## src/rtl/grid_display_scanner.sv

```systemverilog
// rtl/grid_display_scanner.sv - snapshots Life generations and row-scans them onto an 8x8 LED matrix
module grid_display_scanner #(
    parameter int DWELL_CYC = 1000,
    parameter int BLANK_CYC = 16
) (
    input  logic        clk,
    input  logic        reset,
    input  logic [63:0] grid,
    input  logic        grid_valid,
    output logic [7:0]  row_sel,
    output logic [7:0]  col_data,
    output logic        frame_done,
    output logic [6:0]  pop_count,
    output logic        stable,
    output logic        extinct
);

    localparam int MAXC = (DWELL_CYC > BLANK_CYC) ? DWELL_CYC : BLANK_CYC;
    localparam int CW   = $clog2(MAXC + 1);
    localparam logic [CW-1:0] DWELL_LAST = CW'(DWELL_CYC - 1);
    localparam logic [CW-1:0] BLANK_LAST = CW'(BLANK_CYC - 1);

    typedef enum logic {BLANK, DRIVE} state_t;

    state_t        state;
    logic [CW-1:0] cnt;
    logic [2:0]    row;
    logic [63:0]   snap;
    logic [63:0]   pend;
    logic          pend_v;

    logic          wrap;
    logic          load;
    logic [63:0]   load_src;

    function automatic logic [6:0] popcount(input logic [63:0] v);
        logic [6:0] s;
        s = '0;
        for (int i = 0; i < 64; i++) begin
            s = s + 7'(v[i]);
        end
        return s;
    endfunction

    // A strobe on the wrap edge itself is newer than anything pending.
    always_comb begin
        wrap     = (state == DRIVE) && (cnt == DWELL_LAST) && (row == 3'd7);
        load     = wrap && (grid_valid || pend_v);
        load_src = grid_valid ? grid : pend;
    end

    always_ff @(posedge clk) begin
        if (reset) begin
            snap       <= '0;
            pend       <= '0;
            pend_v     <= 1'b0;
            row        <= '0;
            state      <= BLANK;
            cnt        <= '0;
            row_sel    <= '0;
            col_data   <= '0;
            frame_done <= 1'b0;
            pop_count  <= '0;
            stable     <= 1'b0;
            extinct    <= 1'b1;
        end else begin
            frame_done <= 1'b0;
            if (wrap) begin
                row        <= '0;
                state      <= BLANK;
                cnt        <= '0;
                row_sel    <= '0;
                col_data   <= '0;
                frame_done <= 1'b1;
                if (load) begin
                    snap      <= load_src;
                    pend_v    <= 1'b0;
                    pop_count <= popcount(load_src);
                    stable    <= (load_src == snap);
                    extinct   <= (load_src == 64'd0);
                end
            end else begin
                if (grid_valid) begin
                    pend   <= grid;
                    pend_v <= 1'b1;
                end
                case (state)
                    BLANK: begin
                        if (cnt == BLANK_LAST) begin
                            state    <= DRIVE;
                            cnt      <= '0;
                            row_sel  <= 8'd1 << row;
                            col_data <= snap[{row, 3'b000} +: 8];
                        end else begin
                            cnt <= cnt + 1'b1;
                        end
                    end
                    DRIVE: begin
                        if (cnt == DWELL_LAST) begin
                            state    <= BLANK;
                            cnt      <= '0;
                            row      <= row + 3'd1;
                            row_sel  <= '0;
                            col_data <= '0;
                        end else begin
                            cnt <= cnt + 1'b1;
                        end
                    end
                    default: begin
                        state <= BLANK;
                        cnt   <= '0;
                    end
                endcase
            end
        end
    end

endmodule

```

## config.mk

```make
export PLATFORM = sky130hd
export DESIGN_NAME = grid_display_scanner
export DESIGN_NICKNAME = d
export VERILOG_FILES = /design/src/rtl/grid_display_scanner.sv
export SDC_FILE = /design/constraint.sdc
export NUM_CORES = 1
export LEC_CHECK = 0
export ABC_CLOCK_PERIOD_IN_PS = 7600
export BUFFER_PORTS_ARGS = -buffer_cell sky130_fd_sc_hd__buf_2
export CAP_MARGIN = 30
export CORE_ASPECT_RATIO = 1.5
export CORE_MARGIN = 1.5
export CORE_UTILIZATION = 60
export CTS_BUF_LIST = sky130_fd_sc_hd__clkbuf_16
export DETAILED_ROUTE_END_ITERATION = 6
export PLACE_DENSITY = 0.82
export SYNTH_ARGS = -nofsm -noshare
export SYNTH_HDL_FRONTEND = slang
export SYNTH_SLANG_ARGS = --single-unit
```

## constraint.sdc

```tcl
create_clock -name clk -period 7.6 [get_ports clk]
set_input_delay 0.38 -clock clk [delete_from_list [all_inputs] [get_ports clk]]
set_output_delay 0.38 -clock clk [all_outputs]
set_load 0.01 [all_outputs]
```

==> results of run 1 <==
==> sequential cells by signal, summed over array words and instances (netlist names) <==
| signal | cells |
|---|---|
| extinct | 1 |
| state | 1 |
| row | 3 |
| cnt | 10 |
| frame_done | 1 |
| pend_v | 1 |
| row_sel | 8 |
| col_data | 8 |
| stable | 1 |
| pop_count | 7 |
| snap | 64 |
| pend | 64 |
==> where the power goes <==
part	internal, mW	switching (mW)
clock network	0.457	0.389
registers	0.908	0.0181
logic	1.40	1.74
==> how the worst min path moves through the flow <==
stage / cells past startpoint / start / endpoint / slack (ns)
5_1_grt: 3 / grid[30] / snap[30] / 0.41
3_3_place_gp: 1 / cnt[0] / cnt[0] / 0.42
2_1_floorplan: 1 / cnt[0] / cnt[0] / 0.41
3_5_place_dp: 2 / pop_count[3] / pop_count[3] / 0.44
4_1_cts: 3 / grid[29] / pend[29] / 0.35
6_report: 3 / grid[29] / pend[29] / 0.36
==> Yosys cell counts, types with 15 or more instances <==
cell	count	area, um2
dfxtp_1	169	3380
nor2_1	158	593
a211oi_1	130	976
inv_1	82	308
mux2i_1	56	561
fa_1	54	1080
xor2_1	49	429
nand2_1	39	146
clkbuf_1	30	113
nor4_1	28	175
xnor2_1	27	236
ha_1	23	288
buf_2	19	95.1
nand4_1	17	106
mux4_2	16	360
a21oi_1	15	75.1
==> critical path, cell delays in order <==
cell and delay [ns]:
buf_4 0.49, buf_4 0.35, mux2i_1 0.26, inv_1 0.08, fa_1 0.49, inv_1 0.08, fa_1 0.50, fa_1 0.42
inv_1 0.09, fa_1 0.44, fa_1 0.51, fa_1 0.52, fa_1 0.55, inv_1 0.06, fa_1 0.54, inv_1 0.07
ha_1 0.29, a21o_1 0.15, a21oi_1 0.22, o21bai_1 0.09, a21oi_1 0.18, xor2_1 0.16, o31ai_1 0.07
==> final cells by class <==
type,count,area [um2],share of cell area
clock buffer,17,425,0.0385
clock inverter,15,139,0.0126
inverter,83,312,0.0282
multi-input combinational,693,5690,0.514
sequential,169,3380,0.306
tap,203,254,0.0230
timing repair buffer,143,858,0.0776
==> per-layer routing <==
| layer | wire length (um) | vias to the layer above | share of wire |
|---|---|---|---|
| li1 | - | 3724 | - |
| met4 | 2110 | 0 | 0.078 |
| met2 | 13200 | 399 | 0.48 |
| met5 | 0 | - | 0 |
| met1 | 10000 | 3871 | 0.37 |
| met3 | 1910 | 136 | 0.070 |
==> logic make-up after synthesis <==
kind of cell    Yosys count
mux                      81
xor+xnor                 76
buf+inv                 146
compound gates          178
flops                   169
simple gates            281
fa+ha+maj                77
==> reports/qor.csv, run 1 <==
stage,metric,value,unit
outcome,status,"complete, no violations",
layout,final_common_cell,dfxtp_1,
synthesis,synth_ff_type,dfxtp_1,
synthesis,synth_compound_area_frac,0.136,
clocking,h-tree-depth,4,
synthesis,synthXorXnorAreaFrac,0.0686,
synthesis,netlist_instances,1008,
grt,grtUsageMet2,0.545,
setup_path,crit_arrival,7.03,ns
setup_path,endpoint_kind,flop,
power,power_density,444,mW/mm2
routing,drt-total-wl,27200,um
setup_path,crit_fanout,38,
setup_path,cp-endpoint,pop_count[5],
setup_path,startpoint,grid_valid,
power,leakage,4.89,nW
setup_path,r2r-start,pend[0],
power,ir_drop,0.804,mV
flow_run,maxCapViolations,0,
setup_path,critPathKind,in2reg,
timing,tightest_slew,0.985,ns
placement,portBuffers,92,
clocking,postCtsHoldBufs,0,
routing,vias_per_cell,6.15,
grt,groute.usage.overall,0.333,
timing,min_period_over_period,0.886,
layout,fillers,1186,
layout,antenna_cells,0,
placement,pre_cts_ws,0.465,ns
grt,top_usage_layer,met2,
synthesis,ys_seq_area_frac,0.349,
setup_path,reg2reg_to,pop_count[5],
synthesis,synthArstFlopShare,0,
clocking,cts_root_buffer,clkbuf_16,
layout,fin_cells,1323,
synthesis,synth_cell_types,47,
grt,grt_pass1_vias,8095,
placement,gp_congestion,0.984,
layout,drive_gt1_frac,0.180,
synthesis,synthAdderAreaFrac,0.141,
clocking,postCtsSetupBuffers,0,
floorplan,pin_count,93,
floorplan,die_area,0.0170,mm2
routing,wl_per_cell,20.6,um
routing,vias,8130,
grt,gr-total-overflow,0,
grt,met1_usage,0.385,
grt,grt_max_degree,94,
timing,clock_skew,0.0100,ns
clocking,clk_pin_slew_worst_paths,0.07,ns
layout,fin_util,0.705,
clocking,cts_resized,0,
placement,postPlaceCellArea,0.0105,mm2
timing,rsz0062_at_grt,false,
layout,syn_to_final_growth,14.0,%
synthesis,synth.mux.area_fraction,0.109,
timing,min_period,6.73,ns
timing,hold_ws,0.361,ns
power,total_power,4.91,mW
routing,firstDrtPassIters,5,
synthesis,syn_nets,1152,
clocking,cts_buffer_depth,2,
clocking,cts_buffers,17,
floorplan,initial_utilization,0.618,
synthesis,synthSimpleGateAreaFrac,0.130,
synthesis,synth_edf_count,0,
layout,finalInstanceArea,0.0111,mm2
timing,slew_headroom,0.342,
timing,fmax,0.149,GHz
routing,drt_iter0_drc,688,
worst_hold_path,min_path_type,in2reg,
synthesis,synth_top_family_by_area,adder cells,
routing,drtAntennaViolNets,0,
synthesis,avgSynthCellArea,9.63,um2
floorplan,rows,56,
timing,finalSetupTns,0,ns
grt,grt.met3_usage,0.0673,
clocking,tritoncts,built,
floorplan,die_w,107,um
setup_path,cp-start-kind,input pin,
layout,final_cell_mix,"dfxtp_1 (169), nor2_1 (157), a211oi_1 (130), buf_2 (91), inv_1 (82)",
floorplan,core-area,0.0157,mm2
clocking,clock-sinks,169,
timing,slew_viol_final,0,
setup_path,required,7.90,ns
timing,finalWorstSetupSlack,0.870,ns
timing,final_hold_viol_count,0,
routing,drc,0,
floorplan,die_y,159,um
synthesis,synth_seq_cells,169,
setup_path,r2r_cells,21,
layout,nNetsFinal,1251,
placement,dp_hpwl,20800,um
clocking,clk_latency,0.44,ns
placement,dp_cells,1291,
synthesis,synth_warnings,0,
timing,setup_viol,0,
grt,grt_first_pass_wirelength,42700,um
grt,antenna_found_initial,0,
setup_path,r2r_setup_slack,1.17,ns
synthesis,netlist_area,0.00970,mm2
(Power assumes the default switching activity.)
==> inputs of run 2 (changes only) <==
CORE_UTILIZATION = 41   (was 60)
CTS_CLUSTER_DIAMETER = 120   (was not set)
PLACE_DENSITY = 0.6   (was 0.82)
==> run 2 against run 1 <==
  * Global-route usage fell by 9.2 points
  * Register-to-register slack improved by 0.03 ns
  * Non-clock buffer count grew 6
  * Clock power is 4.7% higher
  * Utilization fell by 22 points
  * Sequential share of layout area fell by 0.61 points
  * Combinational power shrank 2%
  * Largest cell class unchanged
  * Highest routed layer unchanged
==> reports/qor.csv, run 2 (same netlist as run 1, synthesis figures left out) <==
stage,metric,value,unit
outcome,status,"complete, no violations",
power,power_density,434,mW/mm2
layout,antenna_cells,0,
floorplan,die_w,129,um
setup_path,r2r-start,pend[55],
floorplan,pin_count,93,
setup_path,required,7.90,ns
worst_hold_path,min_from,grid[49],
layout,syn_to_final_growth,16.3,%
clocking,cts_buffers,17,
setup_path,endpoint_kind,flop,
layout,finalInstanceArea,0.0113,mm2
layout,final_common_cell,dfxtp_1,
grt,antenna_found_initial,0,
floorplan,die_area,0.0246,mm2
setup_path,critPathKind,in2reg,
timing,min_period_over_period,0.871,
timing,final_hold_viol_count,0,
routing,drc,0,
routing,drt_iter0_drc,381,
floorplan,initial_utilization,0.419,
worst_hold_path,min_path_type,in2reg,
clocking,cts_resized,0,
clocking,postCtsSetupBuffers,0,
timing,rsz0062_at_grt,false,
routing,drt-total-wl,28400,um
timing,finalSetupTns,0,ns
floorplan,rows,68,
timing,clock_skew,0.0165,ns
setup_path,crit_arrival,6.92,ns
routing,vias,7798,
worst_hold_path,min_to,pend[49],
routing,firstDrtPassIters,5,
setup_path,cp-start-kind,input pin,
clocking,clock-sinks,169,
timing,fmax,0.151,GHz
timing,min_period,6.62,ns
setup_path,r2r_cells,22,
layout,final_cell_mix,"dfxtp_1 (169), nor2_1 (157), a211oi_1 (130), buf_2 (91), inv_1 (82)",
placement,portBuffers,92,
layout,nNetsFinal,1257,
grt,gr-total-overflow,0,
flow_run,maxCapViolations,0,
layout,fin_util,0.488,
clocking,cts_buffer_depth,2,
floorplan,core-area,0.0231,mm2
worst_hold_path,min_delay_path_depth,3,
clocking,cts_root_buffer,clkbuf_16,
grt,grt_pass1_vias,7575,
clocking,tritoncts,built,
placement,dp_hpwl,22200,um
grt,grt_first_pass_wirelength,43800,um
grt,grt_max_degree,85,
setup_path,crit_fanout,31,
placement,postPlaceCellArea,0.0107,mm2
floorplan,die_y,191,um
clocking,clk_latency,0.45,ns
placement,gp_congestion,0.892,
setup_path,reg2reg_to,pop_count[6],
timing,setup_viol,0,
timing,slew_viol_final,0,
grt,groute.usage.overall,0.241,
power,leakage,4.94,nW
setup_path,r2r_setup_slack,1.20,ns
clocking,clk_pin_slew_worst_paths,0.08,ns
timing,slew_headroom,0.304,
routing,wl_per_cell,19.7,um
layout,drive_gt1_frac,0.186,
layout,largest_registers,"pend x64, snap x64, cnt x10",
clocking,h-tree-depth,4,
routing,vias_per_cell,5.41,
clocking,postCtsHoldBufs,0,
routing,drtAntennaViolNets,0,
timing,tightest_slew,1.04,ns
power,ir_drop,0.875,mV
[run 2: cell types whose count changed in the layout (fill, tap and decap cells not counted), sizes merged]
cell | previous run | this run
bufinv | 1 | 0
clkinv | 5 | 8
buf | 143 | 149
clkinvlp | 3 | 1
[run 2: layout make-up]
class	count	area, um2
clock inverters	15	178
multi-input cells	693	5690
fillers	2257	11900
clock buffers	17	425
flip-flops and latches	169	3380
repair buffers	149	903
well taps	315	394
inverters	83	312
[run 2: critical path, cell delays in order]
cell	delay, ns
buf_4	0.43
buf_4	0.34
mux2i_1	0.27
inv_1	0.08
fa_1	0.49
inv_1	0.05
fa_1	0.48
fa_1	0.39
inv_1	0.09
fa_1	0.45
fa_1	0.52
fa_1	0.53
fa_1	0.57
inv_1	0.06
fa_1	0.53
inv_1	0.07
ha_1	0.29
a21o_1	0.15
a21oi_1	0.21
o21bai_1	0.09
a21oi_1	0.17
xor2_1	0.16
o31ai_1	0.07
[run 2: report_power, final]
group / leakage (nW) / switching (mW) / internal, mW
Sequential: 1.37 / 0.0173 / 0.907
Clock: 0.290 / 0.441 / 0.444
Combinational: 3.28 / 1.68 / 1.41
[run 2: per-stage QoR]
stage          power, mW  hold WS (ns)  setup WS [ns]  cells
2_1_floorplan       3.37         0.413          0.943   1008
3_3_place_gp        4.01         0.428          0.612   1408
3_5_place_dp        4.05         0.432          0.539   1409
4_1_cts             4.97         0.326          0.998   1441
5_1_grt             5.45         0.342          0.659   1441
6_report            4.90         0.339          0.982   1441
[run 2: how the worst max path moves through the flow]
stage / from / endpoint
2_1_floorplan: grid_valid / pop_count[5]
3_3_place_gp: grid_valid / pop_count[5]
3_5_place_dp: grid_valid / pop_count[5]
4_1_cts: grid_valid / pop_count[5]
5_1_grt: grid_valid / pop_count[5]
6_report: grid_valid / pop_count[5]
[run 2: metal layers]
layer	vias to the layer above	GRT usage	part of all wire
li1	3754	-	-
met1	3811	0.291	0.41
met2	185	0.427	0.52
met3	48	0.0330	0.033
met4	0	0.103	0.036
met5	-	0	0
==> inputs of run 3 (changes only) <==
CORE_UTILIZATION = 45   (was 41)
PLACE_DENSITY = 0.64   (was 0.6)
==> run 3 against run 2 <==
  * Design area fell by 0.32%
  * Critical path depth shrank 2
  * Sequential power is essentially flat
  * Hold slack got worse by 0.022 ns
  * Clock power up 4.7%
  * Register-to-register slack gained 0.08 ns
  * Via count about the same
  * Total power fell by 0.34%
  * Clock skew fell by 0.0055 ns
  * Utilization grew 4.6 points
  * Die area decreased by 8.7%
  * Highest routed layer unchanged
==> reports/qor.csv, run 3 (same netlist as run 1, synthesis figures left out) <==
stage,metric,value,unit
timing,final_hold_viol_count,0,
timing,tightest_slew,1.02,ns
timing,slew_headroom,0.317,
grt,groute.usage.overall,0.259,
clocking,clock-sinks,169,
clocking,clk_latency,0.44,ns
routing,drt_iter0_drc,529,
flow_run,maxCapViolations,0,
timing,clock_skew,0.0110,ns
power,power_density,434,mW/mm2
clocking,cts_root_buffer,clkbuf_16,
clocking,cts_buffers,17,
placement,dp_cells,1365,
floorplan,initial_utilization,0.461,
layout,ff_latch_area,0.00338,mm2
timing,min_period,6.73,ns
timing,min_period_over_period,0.886,
layout,fillers,1902,
timing,fmax,0.149,GHz
clocking,cts_resized,0,
placement,postPlaceCellArea,0.0106,mm2
setup_path,required,7.89,ns
routing,drt-total-wl,27900,um
layout,final_cell_mix,"dfxtp_1 (169), nor2_1 (157), a211oi_1 (130), buf_2 (91), inv_1 (83)",
power,ir_drop,0.902,mV
timing,slew_viol_final,0,
timing,finalSetupTns,0,ns
layout,multiInputGateArea,0.00569,mm2
routing,vias_per_cell,5.58,
floorplan,die_y,183,um
placement,portBuffers,92,
clocking,postCtsHoldBufs,0,
layout,finalInstanceArea,0.0112,mm2
setup_path,critPathKind,in2reg,
layout,syn_to_final_growth,15.9,%
routing,vias,7791,
grt,grt_pass1_vias,7627,
timing,rsz0062_at_grt,false,
placement,gp_congestion,0.884,
floorplan,die_w,123,um
layout,largest_registers,"pend x64, snap x64, cnt x10",
grt,antenna_found_initial,0,
routing,drtAntennaViolNets,0,
clocking,clk_pin_slew_worst_paths,0.07,ns
layout,nNetsFinal,1260,
setup_path,endpoint_kind,flop,
placement,dp_hpwl,21700,um
layout,drive_gt1_frac,0.186,
power,leakage,4.96,nW
setup_path,crit_fanout,40,
outcome,status,"complete, no violations",
clocking,postCtsSetupBuffers,0,
grt,gr-total-overflow,0,
clocking,cts_buffer_depth,2,
floorplan,core-area,0.0211,mm2
clocking,h-tree-depth,4,
layout,final_common_cell,dfxtp_1,
floorplan,pin_count,93,
floorplan,rows,65,
clocking,tritoncts,built,
floorplan,die_area,0.0225,mm2
grt,grt_max_degree,96,
layout,fin_cells,1397,
routing,drc,0,
setup_path,cp-start-kind,input pin,
routing,firstDrtPassIters,5,
setup_path,crit_arrival,7.02,ns
worst_hold_path,min_path_type,in2reg,
routing,wl_per_cell,20.0,um
layout,antenna_cells,0,
timing,setup_viol,0,
grt,grt_first_pass_wirelength,43300,um
run 3: cell count changes in the layout (fill, tap and decap cells not counted), sizes merged:
cell and change:
clkinvlp +1, buf +3, bufinv +3, inv +1
clkinv -5
run 3: worst paths after layout:
| kind | to | slack, ns | startpoint | cells after the start |
|---|---|---|---|---|
| max | pop_count[6] | 0.87 | grid_valid | 21 |
| min | col_data[7] | 0.32 | reset | 2 |
| max reg2reg | pop_count[6] | 1.28 | pend[0] | 21 |
| min reg2reg | pop_count[4] | 0.45 | pop_count[4] | 2 |
run 3: per-stage QoR:
stage | hold slack (ns) | power (mW) | setup WS (ns) | utilization
3_3_place_gp | 0.424 | 3.97 | 0.544 | 0.504
3_5_place_dp | 0.442 | 3.99 | 0.408 | 0.505
6_report | 0.318 | 4.88 | 0.870 | 0.534
2_1_floorplan | 0.413 | 3.37 | 0.943 | -
4_1_cts | 0.306 | 4.95 | 0.855 | 0.534
5_1_grt | 0.333 | 5.44 | 0.502 | 0.534
run 3: critical path, stage by stage:
cell	delay, ns
buf_4	0.51
buf_4	0.37
mux2i_1	0.33
fa_1	0.49
fa_1	0.53
fa_1	0.53
inv_1	0.06
fa_1	0.39
fa_1	0.51
fa_1	0.52
fa_1	0.56
inv_1	0.06
fa_1	0.54
inv_1	0.07
fa_1	0.45
a21oi_1	0.16
nor2_1	0.05
nor2_1	0.15
o21bai_1	0.08
a21oi_1	0.16
a211oi_1	0.09
run 3: power breakdown:
group	switching [mW]	internal (mW)	total, mW
clock	0.402	0.526	0.928
combinational	1.64	1.39	3.03
sequential	0.0181	0.908	0.926
run 3: metal layers:
metal / GRT usage / wire length, um
met5: 0 / 0
met4: 0.108 / 945
met3: 0.0348 / 1390
met2: 0.445 / 14400
met1: 0.324 / 11200
run 3: layout make-up:
class,count,share of cell area
clock inverters,15,0.0169
inverters,83,0.0277
well taps,268,0.0298
repair buffers,152,0.0812
multi-input cells,693,0.506
flip-flops and latches,169,0.301
clock buffers,17,0.0378
